[config.mk]
export PLATFORM = sky130hd
export DESIGN_NAME = sccb_slave_responder
export DESIGN_NICKNAME = d
export VERILOG_FILES = /design/src/rtl/sccb_slave_responder.sv
export SDC_FILE = /design/constraint.sdc
export NUM_CORES = 2
export LEC_CHECK = 0
export BUFFER_PORTS_ARGS = -buffer_cell sky130_fd_sc_hd__buf_2
export CAP_MARGIN = 40
export CORE_MARGIN = 3
export CORE_UTILIZATION = 45
export DETAILED_ROUTE_END_ITERATION = 7
export GPL_TIMING_DRIVEN = 1
export PLACE_DENSITY = 0.57
export SLEW_MARGIN = 40
export SYNTH_ARGS = -nofsm -noshare
export SYNTH_HDL_FRONTEND = slang
export SYNTH_SLANG_ARGS = --single-unit
[constraint.sdc]
create_clock -name clk -period 5.22 [get_ports clk]
set_input_delay 0.522 -clock clk [delete_from_list [all_inputs] [get_ports clk]]
set_output_delay 0.522 -clock clk [all_outputs]
set_load 0.01 [all_outputs]
[src/rtl/sccb_slave_responder.sv]
// SCCB responder: camera-side register model on the far end of an SCCB bus.
// Oversamples SIO_C/SIO_D with clk, decodes start/stop, ID, sub-address and
// data phases, keeps an 8-bit register file, and pulls SIO_D low
// (open-drain) for ACK bits and read data.
module sccb_slave_responder #(
    parameter logic [6:0] DEV_ID      = 7'h21,
    parameter int         REG_AW      = 8,
    parameter int         SYNC_STAGES = 2
) (
    input  logic              clk,
    input  logic              resetn,
    input  logic              sio_c_i,
    input  logic              sio_d_i,
    output logic              sio_d_oe,
    output logic              wr_strobe,
    output logic [REG_AW-1:0] wr_addr,
    output logic [7:0]        wr_data,
    input  logic [REG_AW-1:0] dbg_addr,
    output logic [7:0]        dbg_data,
    output logic              busy
);

    localparam int DEPTH = 1 << REG_AW;

    localparam logic [3:0] S_IDLE      = 4'd0;
    localparam logic [3:0] S_ID        = 4'd1;
    localparam logic [3:0] S_ID_ACK    = 4'd2;
    localparam logic [3:0] S_SUB       = 4'd3;
    localparam logic [3:0] S_SUB_ACK   = 4'd4;
    localparam logic [3:0] S_DATA      = 4'd5;
    localparam logic [3:0] S_DATA_ACK  = 4'd6;
    localparam logic [3:0] S_RD        = 4'd7;
    localparam logic [3:0] S_RD_NA     = 4'd8;
    localparam logic [3:0] S_WAIT_STOP = 4'd9;

    // Line synchronisers plus one history flop per line.
    logic [SYNC_STAGES-1:0] c_sync_q, c_sync_d;
    logic [SYNC_STAGES-1:0] d_sync_q, d_sync_d;
    logic                   c_hist_q, c_hist_d;
    logic                   d_hist_q, d_hist_d;

    // Protocol state.
    logic [3:0]        state_q, state_d;
    logic [2:0]        bit_cnt_q, bit_cnt_d;
    logic [6:0]        shift_q, shift_d;
    logic              rw_q, rw_d;
    logic [REG_AW-1:0] ptr_q, ptr_d;
    logic              oe_q, oe_d;
    logic              busy_q, busy_d;
    logic              wr_strobe_q, wr_strobe_d;
    logic [REG_AW-1:0] wr_addr_q, wr_addr_d;
    logic [7:0]        wr_data_q, wr_data_d;

    // Register file and its single write port.
    logic [7:0]        regfile_q [DEPTH];
    logic              regfile_we_d;
    logic [REG_AW-1:0] regfile_waddr_d;
    logic [7:0]        regfile_wdata_d;

    logic       scl, sda;
    logic       scl_rise, scl_fall, start_evt, stop_evt;
    logic [7:0] byte_in;
    logic [7:0] rd_byte;

    assign scl = c_sync_q[SYNC_STAGES-1];
    assign sda = d_sync_q[SYNC_STAGES-1];

    // Both events need SCL high on the current and previous sample, so an
    // SDA change that races an SCL edge is never mistaken for start/stop.
    assign scl_rise  = scl & ~c_hist_q;
    assign scl_fall  = ~scl & c_hist_q;
    assign start_evt = scl & c_hist_q & ~sda & d_hist_q;
    assign stop_evt  = scl & c_hist_q & sda & ~d_hist_q;

    assign byte_in = {shift_q, sda};
    assign rd_byte = regfile_q[ptr_q];

    assign sio_d_oe  = oe_q;
    assign busy      = busy_q;
    assign wr_strobe = wr_strobe_q;
    assign wr_addr   = wr_addr_q;
    assign wr_data   = wr_data_q;
    assign dbg_data  = regfile_q[dbg_addr];

    // Shift the raw pin levels into the synchroniser chains.
    always_comb begin
        c_sync_d = {c_sync_q[SYNC_STAGES-2:0], sio_c_i};
        d_sync_d = {d_sync_q[SYNC_STAGES-2:0], sio_d_i};
        c_hist_d = scl;
        d_hist_d = sda;
    end

    // Synchroniser flops; reset to the idle (high) bus level so that leaving
    // reset never fabricates a start or stop.
    always_ff @(posedge clk or negedge resetn) begin
        if (!resetn) begin
            c_sync_q <= '1;
            d_sync_q <= '1;
            c_hist_q <= 1'b1;
            d_hist_q <= 1'b1;
        end else begin
            c_sync_q <= c_sync_d;
            d_sync_q <= d_sync_d;
            c_hist_q <= c_hist_d;
            d_hist_q <= d_hist_d;
        end
    end

    // Transaction decoder: bits are taken on SCL rise, SIO_D drive changes on
    // SCL fall. In the ACK states bit_cnt counts SCL falls: the first opens
    // the ACK window, the second closes it and enters the next phase.
    always_comb begin
        state_d         = state_q;
        bit_cnt_d       = bit_cnt_q;
        shift_d         = shift_q;
        rw_d            = rw_q;
        ptr_d           = ptr_q;
        oe_d            = oe_q;
        busy_d          = busy_q;
        wr_strobe_d     = 1'b0;
        wr_addr_d       = wr_addr_q;
        wr_data_d       = wr_data_q;
        regfile_we_d    = 1'b0;
        regfile_waddr_d = ptr_q;
        regfile_wdata_d = byte_in;

        if (start_evt) begin
            state_d   = S_ID;
            bit_cnt_d = 3'd0;
            shift_d   = '0;
            oe_d      = 1'b0;
            busy_d    = 1'b1;
        end else if (stop_evt) begin
            state_d   = S_IDLE;
            bit_cnt_d = 3'd0;
            oe_d      = 1'b0;
            busy_d    = 1'b0;
        end else begin
            case (state_q)
                S_ID: begin
                    if (scl_rise) begin
                        shift_d = byte_in[6:0];
                        if (bit_cnt_q == 3'd7) begin
                            bit_cnt_d = 3'd0;
                            if (byte_in[7:1] == DEV_ID) begin
                                rw_d    = byte_in[0];
                                state_d = S_ID_ACK;
                            end else begin
                                state_d = S_WAIT_STOP;
                            end
                        end else begin
                            bit_cnt_d = bit_cnt_q + 3'd1;
                        end
                    end
                end
                S_ID_ACK, S_SUB_ACK, S_DATA_ACK: begin
                    if (scl_fall) begin
                        if (bit_cnt_q == 3'd0) begin
                            oe_d      = 1'b1;
                            bit_cnt_d = 3'd1;
                        end else begin
                            oe_d      = 1'b0;
                            bit_cnt_d = 3'd0;
                            if (state_q == S_ID_ACK) begin
                                if (rw_q) begin
                                    // First read bit goes out on this same fall.
                                    state_d = S_RD;
                                    shift_d = rd_byte[6:0];
                                    oe_d    = ~rd_byte[7];
                                end else begin
                                    state_d = S_SUB;
                                end
                            end else if (state_q == S_SUB_ACK) begin
                                state_d = S_DATA;
                            end else begin
                                state_d = S_WAIT_STOP;
                            end
                        end
                    end
                end
                S_SUB: begin
                    if (scl_rise) begin
                        shift_d = byte_in[6:0];
                        if (bit_cnt_q == 3'd7) begin
                            ptr_d     = REG_AW'(byte_in);
                            bit_cnt_d = 3'd0;
                            state_d   = S_SUB_ACK;
                        end else begin
                            bit_cnt_d = bit_cnt_q + 3'd1;
                        end
                    end
                end
                S_DATA: begin
                    if (scl_rise) begin
                        shift_d = byte_in[6:0];
                        if (bit_cnt_q == 3'd7) begin
                            regfile_we_d = 1'b1;
                            wr_strobe_d  = 1'b1;
                            wr_addr_d    = ptr_q;
                            wr_data_d    = byte_in;
                            bit_cnt_d    = 3'd0;
                            state_d      = S_DATA_ACK;
                        end else begin
                            bit_cnt_d = bit_cnt_q + 3'd1;
                        end
                    end
                end
                S_RD: begin
                    if (scl_fall) begin
                        if (bit_cnt_q == 3'd7) begin
                            oe_d      = 1'b0;
                            bit_cnt_d = 3'd0;
                            state_d   = S_RD_NA;
                        end else begin
                            oe_d      = ~shift_q[6];
                            shift_d   = {shift_q[5:0], 1'b0};
                            bit_cnt_d = bit_cnt_q + 3'd1;
                        end
                    end
                end
                S_RD_NA: begin
                    // The master's NA/ACK level is irrelevant; only its clock matters.
                    if (scl_rise) begin
                        state_d = S_WAIT_STOP;
                    end
                end
                default: begin
                    // IDLE and WAIT_STOP only react to start/stop.
                end
            endcase
        end
    end

    // Decoder state flops; reset also releases SIO_D immediately.
    always_ff @(posedge clk or negedge resetn) begin
        if (!resetn) begin
            state_q     <= S_IDLE;
            bit_cnt_q   <= 3'd0;
            shift_q     <= '0;
            rw_q        <= 1'b0;
            ptr_q       <= '0;
            oe_q        <= 1'b0;
            busy_q      <= 1'b0;
            wr_strobe_q <= 1'b0;
            wr_addr_q   <= '0;
            wr_data_q   <= '0;
        end else begin
            state_q     <= state_d;
            bit_cnt_q   <= bit_cnt_d;
            shift_q     <= shift_d;
            rw_q        <= rw_d;
            ptr_q       <= ptr_d;
            oe_q        <= oe_d;
            busy_q      <= busy_d;
            wr_strobe_q <= wr_strobe_d;
            wr_addr_q   <= wr_addr_d;
            wr_data_q   <= wr_data_d;
        end
    end

    // Register file: cleared by reset, written in the wr_strobe cycle.
    always_ff @(posedge clk or negedge resetn) begin
        if (!resetn) begin
            for (int i = 0; i < DEPTH; i++) begin
                regfile_q[i] <= 8'h00;
            end
        end else if (regfile_we_d) begin
            regfile_q[regfile_waddr_d] <= regfile_wdata_d;
        end
    end

endmodule

==> metrics <==
Clock Skew 0.0344 ns; crit path capture type output pin; Core ar. 245000 sq um; TritonRoute pass-1 iters 7; Most Frequent Cell on Critical Path mux4_2; H-tree depth 4; worst path cell trace buf_8 > buf_12 > buf_12 > mux4_2 > mux4_2 > mux4_2 > a22oi_1 > nand2_1 > buf_2; worst r2r src c_sync_q[1]; worst slew pin tran 0.905 ns; Area Overhead vs Synth 12.2%; non-filler cells, final 10133; CP max FO 27; CTS tree built; DIE HEIGHT 503 microns; Mapped Cells 6755; Post-DRT Antenna Nets 0; CTS Buffer Depth 3; largest stage delay on the critical path 0.67 ns; max cap viols 0; final worst path period need 4.88 ns; sequential-to-total area share from yosys stat 0.472; Synth area leader dfrtp_1; DR vias/cell 6.63; share of layout cells above drive strength 1 0.617; CTS buffer count 233; cell area after layout 125000 sq um; placed cell area 116000 sq um; chip width 503 microns; RSZ-0062 raised after global routing false; Initial Utilization 0.455; Arrival @ worst endpoint 4.36 ns; GRT Overall Usage 0.291; FFs w/ async S/R, synth 1.00; R2R depth 8; reg2reg end regfile_q[1521]; Residual DRC 0; number of flops mapped to enable cells by yosys 0; Hold Crit Class input pin to async pin; initial drt markers 6887; Top Family by Delay on Critical Path multiplexers; slowest CP cell a22oi_1; Final setup viols 0; number of global-route vias before repair 69022; slew margin rel. 0.396; nets 6745; Post-Place Cells 9683; WP data required 4.70 ns; prevailing post-synth register cell dfrtp_1; Detailed Route WL 366 mm; die area 253000 sq um; top post-synthesis cells by area dfrtp_1, mux4_2, mux2_2, clkbuf_1, nor2_2; leakage power 0.0549 uW; Yosys cell types 61; Post-Route Setup TNS 0 ns; post-synthesis register bit count 2096; Worst-path clk slew 0.06 ns; first-pass GRT wire length 528 mm; Slew Viols, Final 0; Synth top cells by count dfrtp_1, mux2_2, mux4_2, clkbuf_1, nand2_1; GRT Residual Overflow 0; count leader, synth dfrtp_1; antenna violations before repair 14; Startpoint Class input pin; crit share post-route 0.934; wire per inst 36.1 microns; maximum number of pins on one net before global-route repair 187; Clock Sinks 2096; Post-Syn Nets 6770; Cell Pwr Density 297 nW/um^2; CTS root buf clkbuf_16; Syn. warnings 0; PostCTS Resize Cnt 0; share of the synthesized area in the top cell type 0.470; Setup Fix Bufs, Post-CTS 0; syn_area_per_cell 16.5 sq um; Bufs and invs on worst path 4; cell area after synthesis 111000 sq um; Hold Vio Cnt, Final 0; VDD IR max 0.585 mV; r2r setup slk 0.48 ns; num rows 181; Max Fclk 205 MHz; hold_buf cts 3; status finished, final reports clean; worst skew pair latency 0.88 ns; DP HPWL 245 mm; routed vias 67171; # IOs 39; GPL Wtd Cong 0.873; kind of critical path input pin to output pin; PnR Total Power 37000 uW; I/O Buffers 38
==> cells in the final DEF (no fill, tap or decap), types with 5 or more instances in the layout <==
master and count:
buf_12 88, a21oi_1 34, buf_2 31, nor2_2 164
nand2_1 157, nor2_1 86, nand2b_1 5, nor4_1 7
nand4_1 9, clkinv_2 40, nor2b_1 7, dfrtp_1 2077
o211ai_1 6, nand2_2 12, a22oi_1 71, and2_1 9
clkinv_16 5, clkbuf_1 61, clkbuf_16 234, clkbuf_8 59
dfrtp_4 11, bufinv_16 22, buf_16 12, nor2b_2 6
mux2_2 2058, nor3_1 9, mux4_2 1290, nor2_4 5
o21ai_0 16, a211oi_1 5, clkinv_8 5, mux2i_1 23
buf_4 197, inv_1 6, dfstp_2 5, nand3_1 13
==> report_power, final <==
group	switching [uW]	leakage, uW	internal, uW
Sequential	337	0.0292	16300
Combinational	2460	0.0217	676
Clock	7090	0.00397	10200
Total	9880	0.0549	27200
==> worst max-delay path by stage <==
| stage | startpoint | endpoint | cells after the start |
|---|---|---|---|
| after floorplan | dbg_addr[0] | dbg_data[6] | 8 |
| after global placement | dbg_addr[0] | dbg_data[2] | 9 |
| after detailed placement | dbg_addr[0] | dbg_data[1] | 9 |
| after CTS | dbg_addr[0] | dbg_data[1] | 9 |
| after global routing | dbg_addr[0] | dbg_data[1] | 9 |
| final | dbg_addr[0] | dbg_data[2] | 9 |
==> stage by stage <==
stage	setup slack (ns)	utilization	hold WS, ns
after global routing	0.422	0.510	0.251
after global placement	0.412	0.475	0.352
after detailed placement	0.449	0.476	0.353
after floorplan	1.63	-	0.226
after CTS	0.451	0.509	0.250
final	0.342	0.510	0.249
==> worst register-to-register path: stages (launching register included) <==
cell	delay (ns)
dfstp_2	0.66
nor2b_1	0.43
nand4_1	0.47
buf_4	0.43
nor3_1	0.54
nand2_2	0.68
buf_4	0.45
nor2_2	0.54
mux2_2	0.41
==> layer usage <==
layer | share of wire | vias to the layer above | global-route usage
met4 | 0.040 | 4 | 0.101
met3 | 0.063 | 563 | 0.0525
met5 | 0.000085 | - | 0
li1 | - | 26593 | -
met1 | 0.42 | 37630 | 0.411
met2 | 0.47 | 2381 | 0.455
==> cell families after synthesis <==
kind of cell    Yosys count  share of synthesized area
mux                    3371                      0.472
buf+inv                 606                     0.0236
flops                  2096                      0.472
xor+xnor                  1                  0.0000787
fa+ha+maj                 3                   0.000337
compound gates          172                     0.0108
simple gates            506                     0.0222
==> registers in the layout, summed over array words and instances (netlist names), 2 cells and up <==
name,count
bit_cnt_q,3
state_q,4
ptr_q,8
d_sync_q,2
wr_addr,8
wr_data,8
c_sync_q,2
shift_q,7
regfile_q,2048
==> cell type report <==
class / count / area [sq um]
fillers: 20151 / 120000
multi-input cells: 4053 / 56300
flip-flops and latches: 2096 / 52500
clock buffers: 353 / 6880
well taps: 3202 / 4010
repair buffers: 338 / 3850
clock inverters: 79 / 1190
inverters: 8 / 30.0
diodes: 4 / 10.0
(Power assumes the default switching activity.)
